File: config.mk
export PLATFORM = sky130hd
export DESIGN_NAME = mem_port_arbiter_flat
export DESIGN_NICKNAME = d
export VERILOG_FILES = /design/src/rtl/mem_port_arbiter_if.sv /design/src/rtl/mem_port_arbiter.sv /design/src/flat_wrapper.sv
export SDC_FILE = /design/constraint.sdc
export NUM_CORES = 1
export LEC_CHECK = 0
export BUFFER_PORTS_ARGS = -buffer_cell sky130_fd_sc_hd__buf_4
export CAP_MARGIN = 20
export CORE_ASPECT_RATIO = 2
export CORE_MARGIN = 5
export CORE_UTILIZATION = 50
export CTS_BUF_LIST = sky130_fd_sc_hd__clkbuf_8
export CTS_CLUSTER_DIAMETER = 60
export DETAILED_ROUTE_END_ITERATION = 8
export HOLD_SLACK_MARGIN = 0.08
export PLACE_DENSITY_LB_ADDON = 0.3
export SLEW_MARGIN = 20
export SYNTH_ARGS = -nofsm -noshare
export SYNTH_HDL_FRONTEND = slang
export SYNTH_SLANG_ARGS = --single-unit
File: constraint.sdc
create_clock -name clk -period 2.5 [get_ports clk]
set_clock_uncertainty 0.1 [all_clocks]
set_input_delay 0.5 -clock clk [delete_from_list [all_inputs] [get_ports clk]]
set_output_delay 0.5 -clock clk [all_outputs]
set_load 0.03 [all_outputs]
File: src/rtl/mem_port_arbiter_if.sv
// Bundle of requester-side and memory-side signals around mem_port_arbiter.
//   slave  : view used by the arbiter (takes requests, drives the memory port)
//   master : view used by the requesters and memory model around it
// Requester side: if_req/if_addr -> if_rdata/if_done/if_stall,
//                 d_req/d_we/d_addr/d_wdata -> d_rdata/d_done/d_stall
// Memory side:    mem_req/mem_we/mem_addr/mem_wdata -> mem_rdata/mem_ack
// Status:         timeout (sticky watchdog flag)
interface mem_port_arbiter_if #(
    parameter int unsigned ADDR_W = 32,
    parameter int unsigned DATA_W = 32
) ();
    logic              if_req;
    logic [ADDR_W-1:0] if_addr;
    logic [DATA_W-1:0] if_rdata;
    logic              if_done;
    logic              if_stall;

    logic              d_req;
    logic              d_we;
    logic [ADDR_W-1:0] d_addr;
    logic [DATA_W-1:0] d_wdata;
    logic [DATA_W-1:0] d_rdata;
    logic              d_done;
    logic              d_stall;

    logic              mem_req;
    logic              mem_we;
    logic [ADDR_W-1:0] mem_addr;
    logic [DATA_W-1:0] mem_wdata;
    logic [DATA_W-1:0] mem_rdata;
    logic              mem_ack;

    logic              timeout;

    modport slave (
        input  if_req, if_addr, d_req, d_we, d_addr, d_wdata, mem_rdata, mem_ack,
        output if_rdata, if_done, if_stall, d_rdata, d_done, d_stall,
               mem_req, mem_we, mem_addr, mem_wdata, timeout
    );

    modport master (
        output if_req, if_addr, d_req, d_we, d_addr, d_wdata, mem_rdata, mem_ack,
        input  if_rdata, if_done, if_stall, d_rdata, d_done, d_stall,
               mem_req, mem_we, mem_addr, mem_wdata, timeout
    );
endinterface

File: src/rtl/mem_port_arbiter.sv
// Shares one single-port memory between instruction fetch (read-only) and
// data access (read/write). Data has fixed priority. Each access runs
// IDLE -> IBUSY/DBUSY -> DONE -> IDLE with a one-cycle done pulse, and a
// watchdog aborts accesses the memory never acknowledges.
// Ports: clk, rst_n (async active-low), bus (mem_port_arbiter_if.slave).
module mem_port_arbiter #(
    parameter int unsigned       ADDR_W      = 32,
    parameter int unsigned       DATA_W      = 32,
    parameter int unsigned       TIMEOUT_CYC = 1024,
    parameter logic [DATA_W-1:0] ERR_DATA    = DATA_W'(32'hDEADBEEF)
) (
    input  logic                clk,
    input  logic                rst_n,
    mem_port_arbiter_if.slave   bus
);
    localparam int unsigned CNT_W = 16;
    localparam bit          WD_EN = (TIMEOUT_CYC != 0);
    localparam logic [CNT_W-1:0] WD_LAST =
        CNT_W'((TIMEOUT_CYC == 0) ? 32'd0 : TIMEOUT_CYC - 32'd1);

    typedef enum logic [1:0] {IDLE, IBUSY, DBUSY, DONE} state_e;

    state_e            state_q, state_d;
    logic              mem_req_q, mem_req_d;
    logic              mem_we_q, mem_we_d;
    logic [ADDR_W-1:0] mem_addr_q, mem_addr_d;
    logic [DATA_W-1:0] mem_wdata_q, mem_wdata_d;
    logic [DATA_W-1:0] if_rdata_q, if_rdata_d;
    logic [DATA_W-1:0] d_rdata_q, d_rdata_d;
    logic              if_done_q, if_done_d;
    logic              d_done_q, d_done_d;
    logic              timeout_q, timeout_d;
    logic [CNT_W-1:0]  wd_cnt_q, wd_cnt_d;
    logic              wd_expire;

    assign wd_expire = WD_EN && (wd_cnt_q == WD_LAST);

    // Next-state and output computation
    always_comb begin
        state_d     = state_q;
        mem_req_d   = mem_req_q;
        mem_we_d    = mem_we_q;
        mem_addr_d  = mem_addr_q;
        mem_wdata_d = mem_wdata_q;
        if_rdata_d  = if_rdata_q;
        d_rdata_d   = d_rdata_q;
        if_done_d   = 1'b0;
        d_done_d    = 1'b0;
        timeout_d   = timeout_q;
        wd_cnt_d    = wd_cnt_q;

        case (state_q)
            IDLE: begin
                if (bus.d_req) begin
                    state_d     = DBUSY;
                    mem_req_d   = 1'b1;
                    mem_we_d    = bus.d_we;
                    mem_addr_d  = bus.d_addr;
                    mem_wdata_d = bus.d_wdata;
                    wd_cnt_d    = '0;
                end else if (bus.if_req) begin
                    state_d    = IBUSY;
                    mem_req_d  = 1'b1;
                    mem_we_d   = 1'b0;
                    mem_addr_d = bus.if_addr;
                    wd_cnt_d   = '0;
                end
            end
            IBUSY, DBUSY: begin
                // Ack takes precedence over a watchdog expiry in the same cycle
                if (bus.mem_ack || wd_expire) begin
                    state_d   = DONE;
                    mem_req_d = 1'b0;
                    mem_we_d  = 1'b0;
                    if (!bus.mem_ack) begin
                        timeout_d = 1'b1;
                    end
                    if (state_q == IBUSY) begin
                        if_done_d  = 1'b1;
                        if_rdata_d = bus.mem_ack ? bus.mem_rdata : ERR_DATA;
                    end else begin
                        d_done_d = 1'b1;
                        if (!mem_we_q) begin
                            d_rdata_d = bus.mem_ack ? bus.mem_rdata : ERR_DATA;
                        end
                    end
                end else begin
                    wd_cnt_d = wd_cnt_q + CNT_W'(1);
                end
            end
            DONE: begin
                // Requests still high here are deliberately not re-issued
                state_d = IDLE;
            end
            default: state_d = IDLE;
        endcase
    end

    // State and output registers
    always_ff @(posedge clk or negedge rst_n) begin
        if (!rst_n) begin
            state_q     <= IDLE;
            mem_req_q   <= 1'b0;
            mem_we_q    <= 1'b0;
            mem_addr_q  <= '0;
            mem_wdata_q <= '0;
            if_rdata_q  <= '0;
            d_rdata_q   <= '0;
            if_done_q   <= 1'b0;
            d_done_q    <= 1'b0;
            timeout_q   <= 1'b0;
            wd_cnt_q    <= '0;
        end else begin
            state_q     <= state_d;
            mem_req_q   <= mem_req_d;
            mem_we_q    <= mem_we_d;
            mem_addr_q  <= mem_addr_d;
            mem_wdata_q <= mem_wdata_d;
            if_rdata_q  <= if_rdata_d;
            d_rdata_q   <= d_rdata_d;
            if_done_q   <= if_done_d;
            d_done_q    <= d_done_d;
            timeout_q   <= timeout_d;
            wd_cnt_q    <= wd_cnt_d;
        end
    end

    assign bus.mem_req   = mem_req_q;
    assign bus.mem_we    = mem_we_q;
    assign bus.mem_addr  = mem_addr_q;
    assign bus.mem_wdata = mem_wdata_q;
    assign bus.if_rdata  = if_rdata_q;
    assign bus.d_rdata   = d_rdata_q;
    assign bus.if_done   = if_done_q;
    assign bus.d_done    = d_done_q;
    assign bus.timeout   = timeout_q;

    // Stalls are combinational so the pipeline freezes in the request cycle
    assign bus.if_stall  = bus.if_req & ~if_done_q;
    assign bus.d_stall   = bus.d_req & ~d_done_q;
endmodule
File: src/flat_wrapper.sv
// flat-port wrapper written by rule: the top's interface ports become plain ports
module mem_port_arbiter_flat 
#(
    parameter int unsigned       ADDR_W      = 32,
    parameter int unsigned       DATA_W      = 32,
    parameter int unsigned       TIMEOUT_CYC = 1024,
    parameter logic [DATA_W-1:0] ERR_DATA    = DATA_W'(32'hDEADBEEF)
)
  (clk, rst_n, bus_if_req, bus_if_addr, bus_d_req, bus_d_we, bus_d_addr, bus_d_wdata, bus_mem_rdata, bus_mem_ack, bus_if_rdata, bus_if_done, bus_if_stall, bus_d_rdata, bus_d_done, bus_d_stall, bus_mem_req, bus_mem_we, bus_mem_addr, bus_mem_wdata, bus_timeout);
  mem_port_arbiter_if #(.ADDR_W(ADDR_W), .DATA_W(DATA_W)) bus_i ();
  input  logic clk;
  input  logic rst_n;
  input wire logic [$bits(bus_i.if_req)-1:0] bus_if_req;
  input wire logic [$bits(bus_i.if_addr)-1:0] bus_if_addr;
  input wire logic [$bits(bus_i.d_req)-1:0] bus_d_req;
  input wire logic [$bits(bus_i.d_we)-1:0] bus_d_we;
  input wire logic [$bits(bus_i.d_addr)-1:0] bus_d_addr;
  input wire logic [$bits(bus_i.d_wdata)-1:0] bus_d_wdata;
  input wire logic [$bits(bus_i.mem_rdata)-1:0] bus_mem_rdata;
  input wire logic [$bits(bus_i.mem_ack)-1:0] bus_mem_ack;
  output wire logic [$bits(bus_i.if_rdata)-1:0] bus_if_rdata;
  output wire logic [$bits(bus_i.if_done)-1:0] bus_if_done;
  output wire logic [$bits(bus_i.if_stall)-1:0] bus_if_stall;
  output wire logic [$bits(bus_i.d_rdata)-1:0] bus_d_rdata;
  output wire logic [$bits(bus_i.d_done)-1:0] bus_d_done;
  output wire logic [$bits(bus_i.d_stall)-1:0] bus_d_stall;
  output wire logic [$bits(bus_i.mem_req)-1:0] bus_mem_req;
  output wire logic [$bits(bus_i.mem_we)-1:0] bus_mem_we;
  output wire logic [$bits(bus_i.mem_addr)-1:0] bus_mem_addr;
  output wire logic [$bits(bus_i.mem_wdata)-1:0] bus_mem_wdata;
  output wire logic [$bits(bus_i.timeout)-1:0] bus_timeout;
  assign bus_i.if_req = bus_if_req;
  assign bus_i.if_addr = bus_if_addr;
  assign bus_i.d_req = bus_d_req;
  assign bus_i.d_we = bus_d_we;
  assign bus_i.d_addr = bus_d_addr;
  assign bus_i.d_wdata = bus_d_wdata;
  assign bus_i.mem_rdata = bus_mem_rdata;
  assign bus_i.mem_ack = bus_mem_ack;
  assign bus_if_rdata = bus_i.if_rdata;
  assign bus_if_done = bus_i.if_done;
  assign bus_if_stall = bus_i.if_stall;
  assign bus_d_rdata = bus_i.d_rdata;
  assign bus_d_done = bus_i.d_done;
  assign bus_d_stall = bus_i.d_stall;
  assign bus_mem_req = bus_i.mem_req;
  assign bus_mem_we = bus_i.mem_we;
  assign bus_mem_addr = bus_i.mem_addr;
  assign bus_mem_wdata = bus_i.mem_wdata;
  assign bus_timeout = bus_i.timeout;
  mem_port_arbiter #(.ADDR_W(ADDR_W), .DATA_W(DATA_W), .TIMEOUT_CYC(TIMEOUT_CYC), .ERR_DATA(ERR_DATA)) u_core (.clk(clk), .rst_n(rst_n), .bus(bus_i));
endmodule
==> results.rst <==
.. list-table::
   :header-rows: 1

   * - Metric
     - Value
   * - Core outline area
     - roughly 0.013 sq mm
   * - IR Drop Worst-Case VDD
     - roughly 0.0011 V
   * - # nets final
     - roughly 930
   * - Number of endpoints failing setup at the final stage
     - 0
   * - Worst Reg2Reg Path Length in Cells
     - 5
   * - Setup repair after global routing missed its margin
     - no
   * - Clock slew at reported path FFs
     - around 100 ps
   * - Fraction of layout cells with a size suffix above 1
     - 44.1%
   * - Portion of the post-synthesis area used by sequential elements
     - 59.4%
   * - Syn_area_per_cell
     - 12.1 sq um
   * - Post-Syn Area
     - ~0.0064 sq mm
   * - Routed vias
     - 5430
   * - Outcome
     - completed
   * - Overall fraction of global-route tracks in use
     - 23.5%
   * - Type of origin of the critical path
     - flip-flop
   * - Global placement routability congestion
     - approximately 0.8
   * - Final clock period utilization by the worst path
     - 94.8%
   * - CTS tree
     - built
   * - Worst-case clock buffer depth
     - 2
   * - Dominant combinational cell family by area after synthesis
     - compound AO/OA/AOI/OAI gates
   * - Share of the synthesized area in compound gates (AO/OA/AOI/OAI)
     - approximately 16%
   * - Source-to-sink clock delay at the later pin of the worst-skew pair
     - 430 ps
   * - Number of global-route vias before repair
     - 5903
   * - Count of TritonRoute iterations in the first routing pass
     - 7
   * - Unique masters post-synth
     - 52
   * - Time the worst path needs with I/O delays and setup
     - 2370 ps
   * - CTS buffer count
     - 17
   * - Setup crit end kind
     - flip-flop
   * - Net Sw Power
     - around 5.9 mW
   * - Total power
     - about 13 mW
   * - Number of cells upsized or downsized after cts
     - 0
   * - Hold path cells
     - 2
   * - Yosys Warn Count
     - 0
   * - Number of cells produced by synthesis
     - roughly 520
   * - Sequential fraction of design power
     - between 30% and 40%
   * - Std cell rows
     - slightly below 60
   * - Count of state elements after synthesis
     - 151
   * - Endpoint arrival time on the critical path
     - 2590 ps
   * - Initial cell density of the core
     - approximately 50%
   * - Clk sink count
     - between 150 and 200
   * - Portion of total power attributed to the clock network
     - approximately 14%
   * - Net count after synthesis
     - 662
   * - Buffer type at the clock tree root
     - sky130_fd_sc_hd__clkbuf_8
   * - # Post-CTS Setup Buffers
     - 0
   * - Share of synthesized cell area in full adder, half adder and majority cells
     - 0.786%
   * - Internal portion of total power
     - about 7 mW
   * - Diode count
     - 0
   * - Signed area change from the synthesized netlist to the final layout
     - 41.5%
   * - Required time at the worst-slack endpoint
     - 2720 ps
   * - Setup TNS
     - 0 ps
   * - Count of unresolved DRC violations after routing
     - 0
   * - DIE AREA
     - about 0.015 sq mm
   * - Commonest register cell after synthesis
     - sky130_fd_sc_hd__dfrtp_1
   * - Launch instance of the worst register-to-register path
     - u_core.wd_cnt_q[12]$_DFFE_PN0P_
   * - Total global routing overflow
     - 0
   * - Number of buffer cells added on primary ports
     - roughly 270
   * - Max-slew violation total from the final report
     - 0
   * - Power density cells
     - roughly 1400 mW/mm^2
   * - Leakage component of the power
     - approximately 4.3 nW
   * - Max transition margin
     - between 40% and 50%
   * - Number of maximum-capacitance violations
     - 0
   * - Half-perimeter wire length after detailed placement
     - roughly 14000 microns
   * - Maximum number of pins on one net before global-route repair
     - 59
   * - Count of nets left with antenna violations after detail routing
     - 0
   * - Maximum achievable frequency
     - between 0.4 and 0.5 GHz
   * - Wire length reported by the detailed router
     - ~18000 microns
   * - End point of the most critical hold path
     - u_core.bus.if_rdata[13]$_DFFE_PN0P_
   * - Internal reg-to-reg setup slack
     - about 130 ps
   * - Hold buffer count at CTS
     - 1
   * - Post-synthesis mux area share
     - roughly 11%
   * - Antenna violations before repair
     - 0
   * - R2R Path End
     - u_core.wd_cnt_q[5]$_DFFE_PN0P_
   * - Xor/xnor cell area share of the yosys netlist
     - 0%
   * - Proportion of power drawn by combinational gates
     - approximately 54%
   * - Global-route wire length before repair
     - 29300 microns
   * - Switching Share
     - between 40% and 50%
   * - Max Fanout on Critical Path
     - 13
   * - Fraction of synthesis flops using an asynchronous set or reset pin
     - 100%
   * - Setup CP Type
     - flip-flop to flip-flop
   * - Die Ht
     - around 170 microns
   * - H-Tree Depth
     - 4
   * - Simple logic cell fraction of the synthesized area
     - around a tenth
   * - Horizontal extent of the die
     - between 80 and 90 microns
   * - Number of fillers in the final layout
     - between 900 and 1000
   * - Min-delay src
     - bus_mem_rdata[13]
   * - Mean number of vias per cell
     - about 5.7
   * - Routed len/inst
     - about 19 microns
   * - Type of the worst min-delay path
     - input port to flip-flop
   * - Number of placed I/O pins
     - roughly 270
   * - Number of violations reported at the end of detailed-routing iteration 0
     - around 370
   * - Transition time at the pin with the least slew margin
     - ~880 ps
   * - Number of endpoints with negative hold slack in the final report
     - 0
   * - Number of enable flip-flop cells after synthesis
     - 0
-- synthesized netlist by cell type, types with 3 or more instances --
library cell | count | area, sq um
sky130_fd_sc_hd__o21ai_0 | 37 | 185
sky130_fd_sc_hd__dfrtp_1 | 151 | 3780
sky130_fd_sc_hd__o22a_1 | 48 | 420
sky130_fd_sc_hd__mux2i_1 | 33 | 330
sky130_fd_sc_hd__clkbuf_1 | 24 | 90.1
sky130_fd_sc_hd__buf_1 | 6 | 22.5
sky130_fd_sc_hd__a31oi_1 | 5 | 31.3
sky130_fd_sc_hd__nand3_1 | 17 | 85.1
sky130_fd_sc_hd__nand4_1 | 5 | 31.3
sky130_fd_sc_hd__nand2_1 | 49 | 184
sky130_fd_sc_hd__nor2_1 | 13 | 48.8
sky130_fd_sc_hd__a21oi_1 | 7 | 35.0
sky130_fd_sc_hd__nor4_1 | 6 | 37.5
sky130_fd_sc_hd__buf_6 | 4 | 45.0
sky130_fd_sc_hd__a221o_1 | 3 | 30.0
sky130_fd_sc_hd__inv_1 | 7 | 26.3
sky130_fd_sc_hd__mux2_2 | 32 | 360
sky130_fd_sc_hd__ha_1 | 4 | 50.1
sky130_fd_sc_hd__and4_1 | 3 | 26.3
sky130_fd_sc_hd__a22o_1 | 16 | 140
sky130_fd_sc_hd__nor3_1 | 13 | 65.1
sky130_fd_sc_hd__and3_1 | 4 | 25.0
-- power groups by stage --
stage	logic [mW]	registers, mW	clock network, mW
2_1_floorplan	2.20	6.23	0
3_3_place_gp	6.83	4.20	0
3_5_place_dp	7.02	4.26	0
4_1_cts	7.03	4.23	1.88
5_1_grt	7.41	4.36	1.99
6_report	6.98	4.23	1.84
-- cell families after synthesis --
| kind of cell | Yosys count |
|---|---|
| compound gates | 135 |
| fa+ha+maj | 4 |
| buf+inv | 44 |
| flops | 151 |
| mux | 65 |
| simple gates | 125 |
-- registers in the layout, indices dropped and copies added, names as in the netlist --
| signal | flops |
|---|---|
| u_core.bus.mem_wdata | 32 |
| u_core.bus.if_rdata | 32 |
| u_core.bus.mem_we | 1 |
| u_core.bus.mem_req | 1 |
| u_core.bus.timeout | 1 |
| u_core.bus.d_rdata | 32 |
| u_core.bus.if_done | 1 |
| u_core.state_q | 2 |
| u_core.bus.mem_addr | 32 |
| u_core.wd_cnt_q | 16 |
| u_core.bus.d_done | 1 |
-- layout by cell type, fill, tap and decap left out, types with 5 or more instances in the layout --
cell	netlist	routed
sky130_fd_sc_hd__mux2i_1	33	33
sky130_fd_sc_hd__a22o_1	16	16
sky130_fd_sc_hd__dfrtp_1	151	151
sky130_fd_sc_hd__inv_6	0	5
sky130_fd_sc_hd__a21oi_1	7	7
sky130_fd_sc_hd__nand4_1	5	5
sky130_fd_sc_hd__nor3_1	13	13
sky130_fd_sc_hd__nor4_1	6	6
sky130_fd_sc_hd__o22a_1	48	48
sky130_fd_sc_hd__nor2_1	13	13
sky130_fd_sc_hd__inv_1	7	8
sky130_fd_sc_hd__nand3_1	17	17
sky130_fd_sc_hd__clkbuf_8	0	17
sky130_fd_sc_hd__nand2_1	49	49
sky130_fd_sc_hd__mux2_2	32	32
sky130_fd_sc_hd__buf_4	2	283
sky130_fd_sc_hd__a31oi_1	5	5
sky130_fd_sc_hd__o21ai_0	37	36
-- area by class of cell --
type,count,area (sq um),share of cell area [%]
clock buffer,17,234,2.60
clock inverter,15,158,1.75
inverter,7,26.3,0.292
multi-input combinational,329,2390,26.6
sequential,151,3780,42.0
tap,150,188,2.08
timing repair buffer,289,2230,24.7
-- how the worst max path moves through the flow --
stage                               startpoint                              to  slack, ps  cells past startpoint
6_report       u_core.wd_cnt_q[12]$_DFFE_PN0P_  u_core.wd_cnt_q[5]$_DFFE_PN0P_        130                      5
4_1_cts        u_core.wd_cnt_q[12]$_DFFE_PN0P_  u_core.wd_cnt_q[5]$_DFFE_PN0P_        160                      5
5_1_grt        u_core.wd_cnt_q[12]$_DFFE_PN0P_  u_core.wd_cnt_q[5]$_DFFE_PN0P_         70                      5
3_5_place_dp   u_core.wd_cnt_q[12]$_DFFE_PN0P_  u_core.wd_cnt_q[5]$_DFFE_PN0P_        160                      5
2_1_floorplan                        bus_d_req                     bus_d_stall        120                      3
3_3_place_gp   u_core.wd_cnt_q[12]$_DFFE_PN0P_  u_core.wd_cnt_q[5]$_DFFE_PN0P_        240                      5
-- worst max-delay path, cell delays in order, from the launching register on --
cell and delay, ps:
sky130_fd_sc_hd__dfrtp_1 430, sky130_fd_sc_hd__or4_4 600, sky130_fd_sc_hd__o41ai_4 490, sky130_fd_sc_hd__buf_4 260, sky130_fd_sc_hd__nor3_1 70, sky130_fd_sc_hd__a221o_1 310
-- routing by layer --
| layer | share of wire (%) | routed length, microns | global-route usage (%) |
|---|---|---|---|
| met2 | 53 | 9680 | 40.7 |
| met5 | 0 | 0 | 0 |
| met1 | 34 | 6190 | 25.4 |
| met3 | 8.6 | 1560 | 8.21 |
| met4 | 4.4 | 811 | 11.3 |
-- metrics by stage --
stage / area, sq um / worst slack [ps] / utilization [%] / cells / hold WS [ps]
4_1_cts: 9000 / 159 / 71.7 / 958 / 154
3_5_place_dp: 8600 / 158 / 68.5 / 925 / 371
6_report: 9000 / 129 / 71.7 / 958 / 177
3_3_place_gp: 8600 / 238 / 68.5 / 925 / 362
2_1_floorplan: 6370 / 122 / - / 524 / 104
5_1_grt: 9000 / 72.6 / 71.7 / 958 / 141
Note: power is estimated with default switching activity, not from simulation.
